### config.mk
export PLATFORM = sky130hd
export DESIGN_NAME = graph_csr_fetch
export DESIGN_NICKNAME = d
export VERILOG_FILES = /design/src/rtl/graph_csr_fetch.sv
export SDC_FILE = /design/constraint.sdc
export NUM_CORES = 1
export LEC_CHECK = 0
export BUFFER_PORTS_ARGS = -buffer_cell sky130_fd_sc_hd__buf_2
export CELL_PAD_IN_SITES_DETAIL_PLACEMENT = 0
export CELL_PAD_IN_SITES_GLOBAL_PLACEMENT = 1
export CORE_ASPECT_RATIO = 0.6
export CORE_MARGIN = 2
export CORE_UTILIZATION = 35
export CTS_BUF_LIST = sky130_fd_sc_hd__clkbuf_16
export CTS_CLUSTER_SIZE = 20
export DETAILED_ROUTE_END_ITERATION = 10
export MAX_ROUTING_LAYER = met4
export PLACE_DENSITY_LB_ADDON = 0.05
export SLEW_MARGIN = 20
export SYNTH_ARGS = -nofsm -noshare
export SYNTH_HDL_FRONTEND = slang
export SYNTH_SLANG_ARGS = --single-unit
### constraint.sdc
create_clock -name clk_in -period 7.7 [get_ports clk_in]
set_input_delay 0.77 -clock clk_in [delete_from_list [all_inputs] [get_ports clk_in]]
set_output_delay 0.77 -clock clk_in [all_outputs]
set_load 0.02 [all_outputs]
### src/rtl/graph_csr_fetch.sv
// CSR neighbor fetcher: reads row_ptr[v] and row_ptr[v+1], then streams col_idx[start..end-1]
// into a first-word-fall-through output FIFO, issuing reads only against free FIFO credit.
module graph_csr_fetch #(
    parameter int unsigned DATA_W      = 32,
    parameter int unsigned ADDR_W      = 16,
    parameter int unsigned FIFO_DEPTH  = 8,
    parameter int unsigned MEM_LAT     = 2,
    parameter int unsigned ROWPTR_BASE = 0,
    parameter int unsigned COLIDX_BASE = 'h4000
) (
    input  logic              clk_in,
    input  logic              rst_in,
    input  logic [DATA_W-1:0] v_id_in,
    input  logic              v_valid_in,
    output logic              v_ready_out,
    output logic              mem_req_out,
    output logic [ADDR_W-1:0] mem_addr_out,
    input  logic [DATA_W-1:0] mem_data_in,
    output logic [DATA_W-1:0] rowidx_out,
    output logic [DATA_W-1:0] data_out,
    output logic              data_valid_out,
    input  logic              data_ready_in,
    output logic              last_out,
    output logic              empty_out,
    output logic              err_out
);
    localparam int unsigned PTR_W = $clog2(FIFO_DEPTH);
    localparam int unsigned CNT_W = PTR_W + 1;
    localparam int unsigned SUM_W = CNT_W + 1;

    typedef enum logic [2:0] {
        StIdle, StRpLo, StRpHi, StRpWait, StStream, StFlush
    } state_e;

    typedef enum logic [1:0] {KindNone, KindLo, KindHi, KindCol} kind_e;

    state_e            state_q;
    logic              ready_q;
    logic              req_q;
    kind_e             req_kind_q;
    logic              req_last_q;
    logic [ADDR_W-1:0] addr_q;
    logic              err_q;
    logic [DATA_W-1:0] v_q;
    logic [DATA_W-1:0] start_q;
    logic [DATA_W-1:0] end_q;
    logic [DATA_W-1:0] k_q;

    kind_e             kind_pipe_q [MEM_LAT];
    logic              last_pipe_q [MEM_LAT];
    logic [CNT_W-1:0]  inflight_q;

    logic [DATA_W-1:0] fifo_data_q  [FIFO_DEPTH];
    logic [DATA_W-1:0] fifo_row_q   [FIFO_DEPTH];
    logic              fifo_last_q  [FIFO_DEPTH];
    logic              fifo_empty_q [FIFO_DEPTH];
    logic [PTR_W-1:0]  wr_ptr_q;
    logic [PTR_W-1:0]  rd_ptr_q;
    logic [CNT_W-1:0]  count_q;

    kind_e             ret_kind;
    logic              ret_col;
    logic              credit;
    logic              accept;
    logic              zero_deg;
    logic              malformed;
    logic              empty_push;
    logic              issue_col;
    logic              col_last;
    logic              push;
    logic              pop;
    logic [DATA_W-1:0] push_data;
    logic              push_last;
    logic              push_empty;

    // The pipe tail carries the tag of whatever read was on the bus MEM_LAT cycles ago.
    assign ret_kind   = kind_pipe_q[MEM_LAT-1];
    assign ret_col    = (ret_kind == KindCol);
    assign credit     = (SUM_W'(count_q) + SUM_W'(inflight_q)) < SUM_W'(FIFO_DEPTH);
    assign accept     = (state_q == StIdle) && ready_q && v_valid_in;
    assign malformed  = (end_q < start_q);
    assign zero_deg   = (end_q <= start_q);
    assign empty_push = (state_q == StStream) && zero_deg && credit && (inflight_q == '0);
    assign issue_col  = (state_q == StStream) && !zero_deg && credit;
    assign col_last   = (k_q == end_q - DATA_W'(1));

    assign push       = ret_col || empty_push;
    assign pop        = data_valid_out && data_ready_in;
    assign push_data  = ret_col ? mem_data_in : '0;
    assign push_last  = ret_col ? last_pipe_q[MEM_LAT-1] : 1'b1;
    assign push_empty = !ret_col;

    always_ff @(posedge clk_in or negedge rst_in) begin
        if (!rst_in) begin
            state_q    <= StIdle;
            ready_q    <= 1'b0;
            req_q      <= 1'b0;
            req_kind_q <= KindNone;
            req_last_q <= 1'b0;
            addr_q     <= '0;
            err_q      <= 1'b0;
            v_q        <= '0;
            start_q    <= '0;
            end_q      <= '0;
            k_q        <= '0;
        end else begin
            req_q      <= 1'b0;
            req_kind_q <= KindNone;
            req_last_q <= 1'b0;
            unique case (state_q)
                StIdle: begin
                    ready_q <= 1'b1;
                    if (accept) begin
                        ready_q    <= 1'b0;
                        v_q        <= v_id_in;
                        req_q      <= 1'b1;
                        req_kind_q <= KindLo;
                        addr_q     <= ADDR_W'(ROWPTR_BASE) + ADDR_W'(v_id_in);
                        state_q    <= StRpLo;
                    end
                end
                StRpLo: begin
                    req_q      <= 1'b1;
                    req_kind_q <= KindHi;
                    addr_q     <= addr_q + ADDR_W'(1);
                    state_q    <= StRpHi;
                end
                StRpHi: begin
                    state_q <= StRpWait;
                end
                StRpWait: begin
                    if (ret_kind == KindHi) begin
                        state_q <= StStream;
                    end
                end
                StStream: begin
                    if (empty_push) begin
                        err_q   <= err_q | malformed;
                        ready_q <= 1'b1;
                        state_q <= StIdle;
                    end else if (issue_col) begin
                        req_q      <= 1'b1;
                        req_kind_q <= KindCol;
                        req_last_q <= col_last;
                        addr_q     <= ADDR_W'(COLIDX_BASE) + ADDR_W'(k_q);
                        k_q        <= k_q + DATA_W'(1);
                        if (col_last) begin
                            state_q <= StFlush;
                        end
                    end
                end
                StFlush: begin
                    if (inflight_q == '0) begin
                        ready_q <= 1'b1;
                        state_q <= StIdle;
                    end
                end
                default: begin
                    state_q <= StIdle;
                end
            endcase
            if (ret_kind == KindLo) begin
                start_q <= mem_data_in;
                k_q     <= mem_data_in;
            end
            if (ret_kind == KindHi) begin
                end_q <= mem_data_in;
            end
        end
    end

    // Return-path tracking; clearing it on reset drops data for pre-reset reads.
    always_ff @(posedge clk_in or negedge rst_in) begin
        if (!rst_in) begin
            for (int i = 0; i < MEM_LAT; i++) begin
                kind_pipe_q[i] <= KindNone;
                last_pipe_q[i] <= 1'b0;
            end
            inflight_q <= '0;
        end else begin
            kind_pipe_q[0] <= req_kind_q;
            last_pipe_q[0] <= req_last_q;
            for (int i = 1; i < MEM_LAT; i++) begin
                kind_pipe_q[i] <= kind_pipe_q[i-1];
                last_pipe_q[i] <= last_pipe_q[i-1];
            end
            if (issue_col && !ret_col) begin
                inflight_q <= inflight_q + CNT_W'(1);
            end else if (!issue_col && ret_col) begin
                inflight_q <= inflight_q - CNT_W'(1);
            end
        end
    end

    always_ff @(posedge clk_in or negedge rst_in) begin
        if (!rst_in) begin
            wr_ptr_q <= '0;
            rd_ptr_q <= '0;
            count_q  <= '0;
            for (int i = 0; i < FIFO_DEPTH; i++) begin
                fifo_data_q[i]  <= '0;
                fifo_row_q[i]   <= '0;
                fifo_last_q[i]  <= 1'b0;
                fifo_empty_q[i] <= 1'b0;
            end
        end else begin
            if (push) begin
                fifo_data_q[wr_ptr_q]  <= push_data;
                fifo_row_q[wr_ptr_q]   <= v_q;
                fifo_last_q[wr_ptr_q]  <= push_last;
                fifo_empty_q[wr_ptr_q] <= push_empty;
                wr_ptr_q               <= wr_ptr_q + PTR_W'(1);
            end
            if (pop) begin
                rd_ptr_q <= rd_ptr_q + PTR_W'(1);
            end
            if (push && !pop) begin
                count_q <= count_q + CNT_W'(1);
            end else if (!push && pop) begin
                count_q <= count_q - CNT_W'(1);
            end
        end
    end

    assign v_ready_out    = ready_q;
    assign mem_req_out    = req_q;
    assign mem_addr_out   = addr_q;
    assign err_out        = err_q;
    assign data_valid_out = (count_q != '0);
    assign data_out       = fifo_data_q[rd_ptr_q];
    assign rowidx_out     = fifo_row_q[rd_ptr_q];
    assign last_out       = fifo_last_q[rd_ptr_q];
    assign empty_out      = fifo_empty_q[rd_ptr_q];

endmodule

# After elaboration in Yosys (flattened, before gate mapping)
# Cells that the tools add are included.
# word_totals
regBits	701
latch_bits	0
ram_bits	0
mem_bits_ro	0
elab_cells	179
mem_count	0
# classes
n_addsub	11
mul	0
n_div	0
magnitude_cmp	6
eq_ne	18
shift	0
n_mux	56
bitwise	3
reduce_logical	34
# ops
op	count
$bwmux W256	2
$mux W32	10
$bmux W32 S3	2
$demux W32 S3	1
$mux W16	3
$pmux W16 S3	1
$add A32 B1 Y32 const B	1
$eq A32 B32 Y1	1
$le A32 B32 Y1	1
$lt A32 B32 Y1	1
$sub A32 B1 Y32 const B	1
$mux W3	6
$pmux W3 S6	1
$add A15 B16 Y16 const A	1
$add A16 B1 Y16 const B	1
$bwmux W8	2
$mux W1	16
$mux W4	4
$logic_and A1 B1 Y1	13
$ne A2 B2 Y1 const B	6
$add A4 B1 Y4 const B	2
$ge A4 B4 Y1 const B	2
$not A3 Y4	2
$reduce_bool A2 Y1	4
other kinds (28)	44

# Depth between registers and ports, before layout
# depth
ltp_word	9
depth_mapped	17
ltp_nobuf	17

# Worst setup path before layout
# No wires, ideal clock.
# synth_path
path_type	register to register
startpoint	reg end_q[15]
endpoint	reg inflight_q[3]
arrival_ps	3327
required_ps	7575
path_slack_ps	4248
path_stages_with_launch	16
path_buffers	1
path_cell_list	dfrtp_1 -> ha_1 -> nand4_1 -> nor4_1 -> a21boi_2 -> o31ai_1 -> a211oi_2 -> buf_6 -> ha_1 -> inv_1 -> ha_1 -> a21o_1 -> a21oi_1 -> xnor2_1 -> nor2_1 -> xor2_1
# synth_between
elab_chain_cells	7
# synth_lines
item	line_no	rtl
from (decl)	46	logic [DATA_W-1:0] end_q;
from (signal assigned)	167	end_q <= mem_data_in;
$le A32 B32 Y1 (*)	82	assign zero_deg = (end_q <= start_q);
$logic_not A1 Y1 (*)	84	assign issue_col = (state_q == StStream) && !zero_deg && credit;
$logic_and A1 B1 Y1 (*) (2 in a row)	84	
$logic_not A1 Y1	189	end else if (!issue_col && ret_col) begin
$logic_and A1 B1 Y1	189	
$reduce_bool A2 Y1 (no source line)	n/a	
to (signal assigned)	188	inflight_q <= inflight_q + CNT_W'(1);
to (signal assigned)	190	inflight_q <= inflight_q - CNT_W'(1);
to (decl)	51	logic [CNT_W-1:0] inflight_q;
# Mark *: on every way between the ends. The rest lies on a longest branch, timed or not.
# A chain may end at the register's enable or synchronous reset.

# Worst setup path after layout
# layout_path
startpoint	reg end_q[13]
endpoint	reg fifo_row_q[119] (netlist bit)
# layout_between
elab_chain_cells	5
# layout_lines
item	line_no	rtl
$le A32 B32 Y1	82	
$logic_and A1 B1 Y1 (3 in a row)	83	assign empty_push = (state_q == StStream) && zero_deg && credit && (inflight_q == '0);
$logic_or A1 B1 Y1	87	assign push = ret_col || empty_push;
to (signal, indexed assignment)	209	fifo_row_q[wr_ptr_q] <= v_q;
to (decl)	54	logic [DATA_W-1:0] fifo_row_q [FIFO_DEPTH];
# No other way between the ends.

==> run metrics <==
status complete, no violations; P_leak 16.7 nW; Hold Buf Count CTS 0; IO Count 154; Synth area leader dfrtp_1; critical path required time 8.24 ns; Area growth syn-to-layout 13.0%; Final Slew Violations 0; DR pass1 iterations 5; Worst Skew 0.0171 ns; vias in the first global route 22800; I/O Buffers 153; Peak supply drop 262 uV; Worst Hold Class in2async; Post-synth EDFFs 0; final cell area excluding filler cells 37300 um^2; Die Y 242 um; Setup crit end kind flip-flop; met2 GRT Util 30.2%; Mean Syn Cell Area 13.4 um^2; Arr. time, crit path 5.22 ns; # rows 87; Post-Syn Nets 2586; DR iter-0 viols 1407; post-CTS sizing 0; type of origin of the critical path flip-flop; register area share after synthesis 53.1%; vias per cell 5.62; Most common cell on crit path buf_4; largest net degree at the start of global routing 140; Tot GR Track Use 22.3%; Clk Latency, worst-skew pair 0.67 ns; Post-Syn Area 33000 um^2; Overall Power 12.2 mW; slowest stage delay, CP 0.92 ns; die footprint 97000 um^2; Syn Inst Count 2469; Slew @ Worst Pin 1.15 ns; CTS tree built; Core Region 93700 um^2; RSZ-0062 raised after global routing no; WP buf/inv 2; post-placement cell count 3731; Max Buffers Root-to-Sink 3; Post-Layout Cell Count 3867; Final Setup Violations 0; gp weighted congestion 0.792; hold_ws 0.131 ns; post-synth top area share 53.1%; min cycle time layout 4.68 ns; Post-Route WL 104 mm; setup_tns 0 ns; CTS H-tree depth 3; clock sinks 701; max cap viols 0; kind of critical path reg2reg; CTS Buf Count 73; Peak Freq 214 MHz; Remaining DRCs 0; Worst Path Max Fanout 55; Die W 401 um; Area contributors post-synth dfrtp_1 53%, mux2_2 13%, mux4_2 9.0%, o2bb2ai_1 6.8%, ha_1 1.8%; number of antenna violations at the first check in global routing 6; fraction of layout cells with a size suffix above 1 32.3%; Clock Root Buffer clkbuf_16; Most used DFF post-synth dfrtp_1; most frequent cells in the layout 698 x dfrtp_1, 374 x mux2_2, 256 x o2bb2ai_1; total gr overflow 0; final hold viol count 0; Post-DP Area 35000 um^2; global-route wire length before repair 157 mm; synthesized flop and latch total 701; met3 global-route usage 4.32%; Initial Utilization 35.3%; Power Density 328 nW/um^2; Top delay family on crit path buffers and inverters; Clock transition at path regs 0.06 ns; Crit-path slowest cell buf_4; Detailed Place HPWL 65.0 mm; asr flop ratio synth 100%; total setup buffers inserted after CTS 0; nets@finish 2677; Yosys cell types 79; vias 21700; YS warnings 0; GR Util met1 34.0%; gr busiest metal met1; worst path cell trace ha_1 > nand4_1 > nor4_1 > a21boi_2 > o31a_1 > o21ai_1 > and2_1 > buf_4 > o21ai_4 > buf_4 > mux2_2; Routed Antenna Nets 0; Worst slew margin 23.3%; WL per Instance 26.9 um; most common cell after layout, fill and taps aside dfrtp_1; Final period util 60.8%
==> kinds of logic after synthesis <==
| group | count (synthesis) | synth area share, % |
|---|---|---|
| XOR/XNOR | 81 | 2.15 |
| flip-flops | 701 | 53.1 |
| adder cells (fa/ha/maj) | 49 | 1.90 |
| buffers and inverters | 233 | 3.15 |
| multiplexers | 527 | 22.4 |
| AO/OA/AOI/OAI | 519 | 11.5 |
| AND/OR/NAND/NOR | 359 | 5.80 |
==> flip-flops by register name, indices dropped and copies added (netlist names), 2 cells and up <==
name / count
count_q: 4
end_q: 32
fifo_data_q: 256
fifo_empty_q: 8
fifo_last_q: 8
fifo_row_q: 256
inflight_q: 4
k_q: 32
kind_pipe_q: 2
last_pipe_q: 2
mem_addr_out: 16
rd_ptr_q: 3
req_kind_q: 2
ret_kind: 2
start_q: 32
state_q: 3
v_q: 32
wr_ptr_q: 3
==> cell type report <==
| class | count | area [um^2] |
|---|---|---|
| fillers | 8793 | 56400 |
| flip-flops and latches | 701 | 17600 |
| repair buffers | 190 | 1100 |
| inverters | 59 | 221 |
| diodes | 4 | 10.0 |
| multi-input cells | 1535 | 14600 |
| well taps | 1246 | 1560 |
| clock inverters | 58 | 452 |
| clock buffers | 74 | 1850 |
==> power breakdown <==
group          internal, mW  total, mW  switching (mW)  leakage (nW)
Combinational          1.49       3.40            1.92          6.15
Clock                  1.96       3.56            1.60          1.18
Sequential             4.27       5.28            1.01          9.38
Total                  7.72       12.2            4.53          16.7
==> through the flow <==
stage | worst slack [ns] | util (%)
after floorplan | 4.25 | -
after global placement | 3.20 | 37.4
after detailed placement | 3.06 | 37.4
after CTS | 3.03 | 39.8
after global routing | 2.71 | 39.8
final | 3.02 | 39.8
==> worst paths after layout <==
kind                            depth (start not counted)                      from                          end  slack, ns
worst max-delay path                                   11     end_q[13]$_DFFE_PN0P_  fifo_row_q[119]$_DFFE_PN0P_       3.02
worst min-delay path                                    1                    rst_in          k_q[20]$_DFFE_PN0P_       0.13
worst max register to register                         11     end_q[13]$_DFFE_PN0P_  fifo_row_q[119]$_DFFE_PN0P_       3.02
worst min register to register                          0  kind_pipe_q[2]$_DFF_PN0_        ret_kind[0]$_DFF_PN0_       0.34
max in group asynchronous                               3                    rst_in  fifo_row_q[120]$_DFFE_PN0P_       5.59
min in group clk_in                                     0  kind_pipe_q[2]$_DFF_PN0_        ret_kind[0]$_DFF_PN0_       0.34
==> per-layer routing <==
metal / vias to the layer above / routed length [um] / share of wire (%)
met1: 11700 / 53600 / 52
met3: 137 / 4720 / 4.5
li1: 9493 / - / -
met2: 443 / 43700 / 42
met5: - / 0 / 0
met4: 0 / 1950 / 1.9
==> worst reg2reg max path: cells and delay by family, from the launching register on <==
kind            cells  cell delay (ns)
simple gates        3             0.98
mux                 1             0.49
buf+inv             2             1.18
fa+ha+maj           1             0.37
compound gates      4             1.05
flops               1             0.50
==> Yosys cell counts (21+ instances only) <==
| cell | count |
|---|---|
| dfrtp_1 | 701 |
| mux2_2 | 374 |
| o2bb2ai_1 | 256 |
| mux4_2 | 132 |
| nand2_1 | 119 |
| clkbuf_1 | 92 |
| o21ai_0 | 89 |
| a21oi_1 | 86 |
| nor2_1 | 63 |
| inv_1 | 58 |
| xnor2_1 | 51 |
| ha_1 | 47 |
| buf_2 | 39 |
| nand3_1 | 32 |
| xor2_1 | 30 |
| nand4_1 | 21 |
| nor3_1 | 21 |
Power figures use the tool's default switching activity.
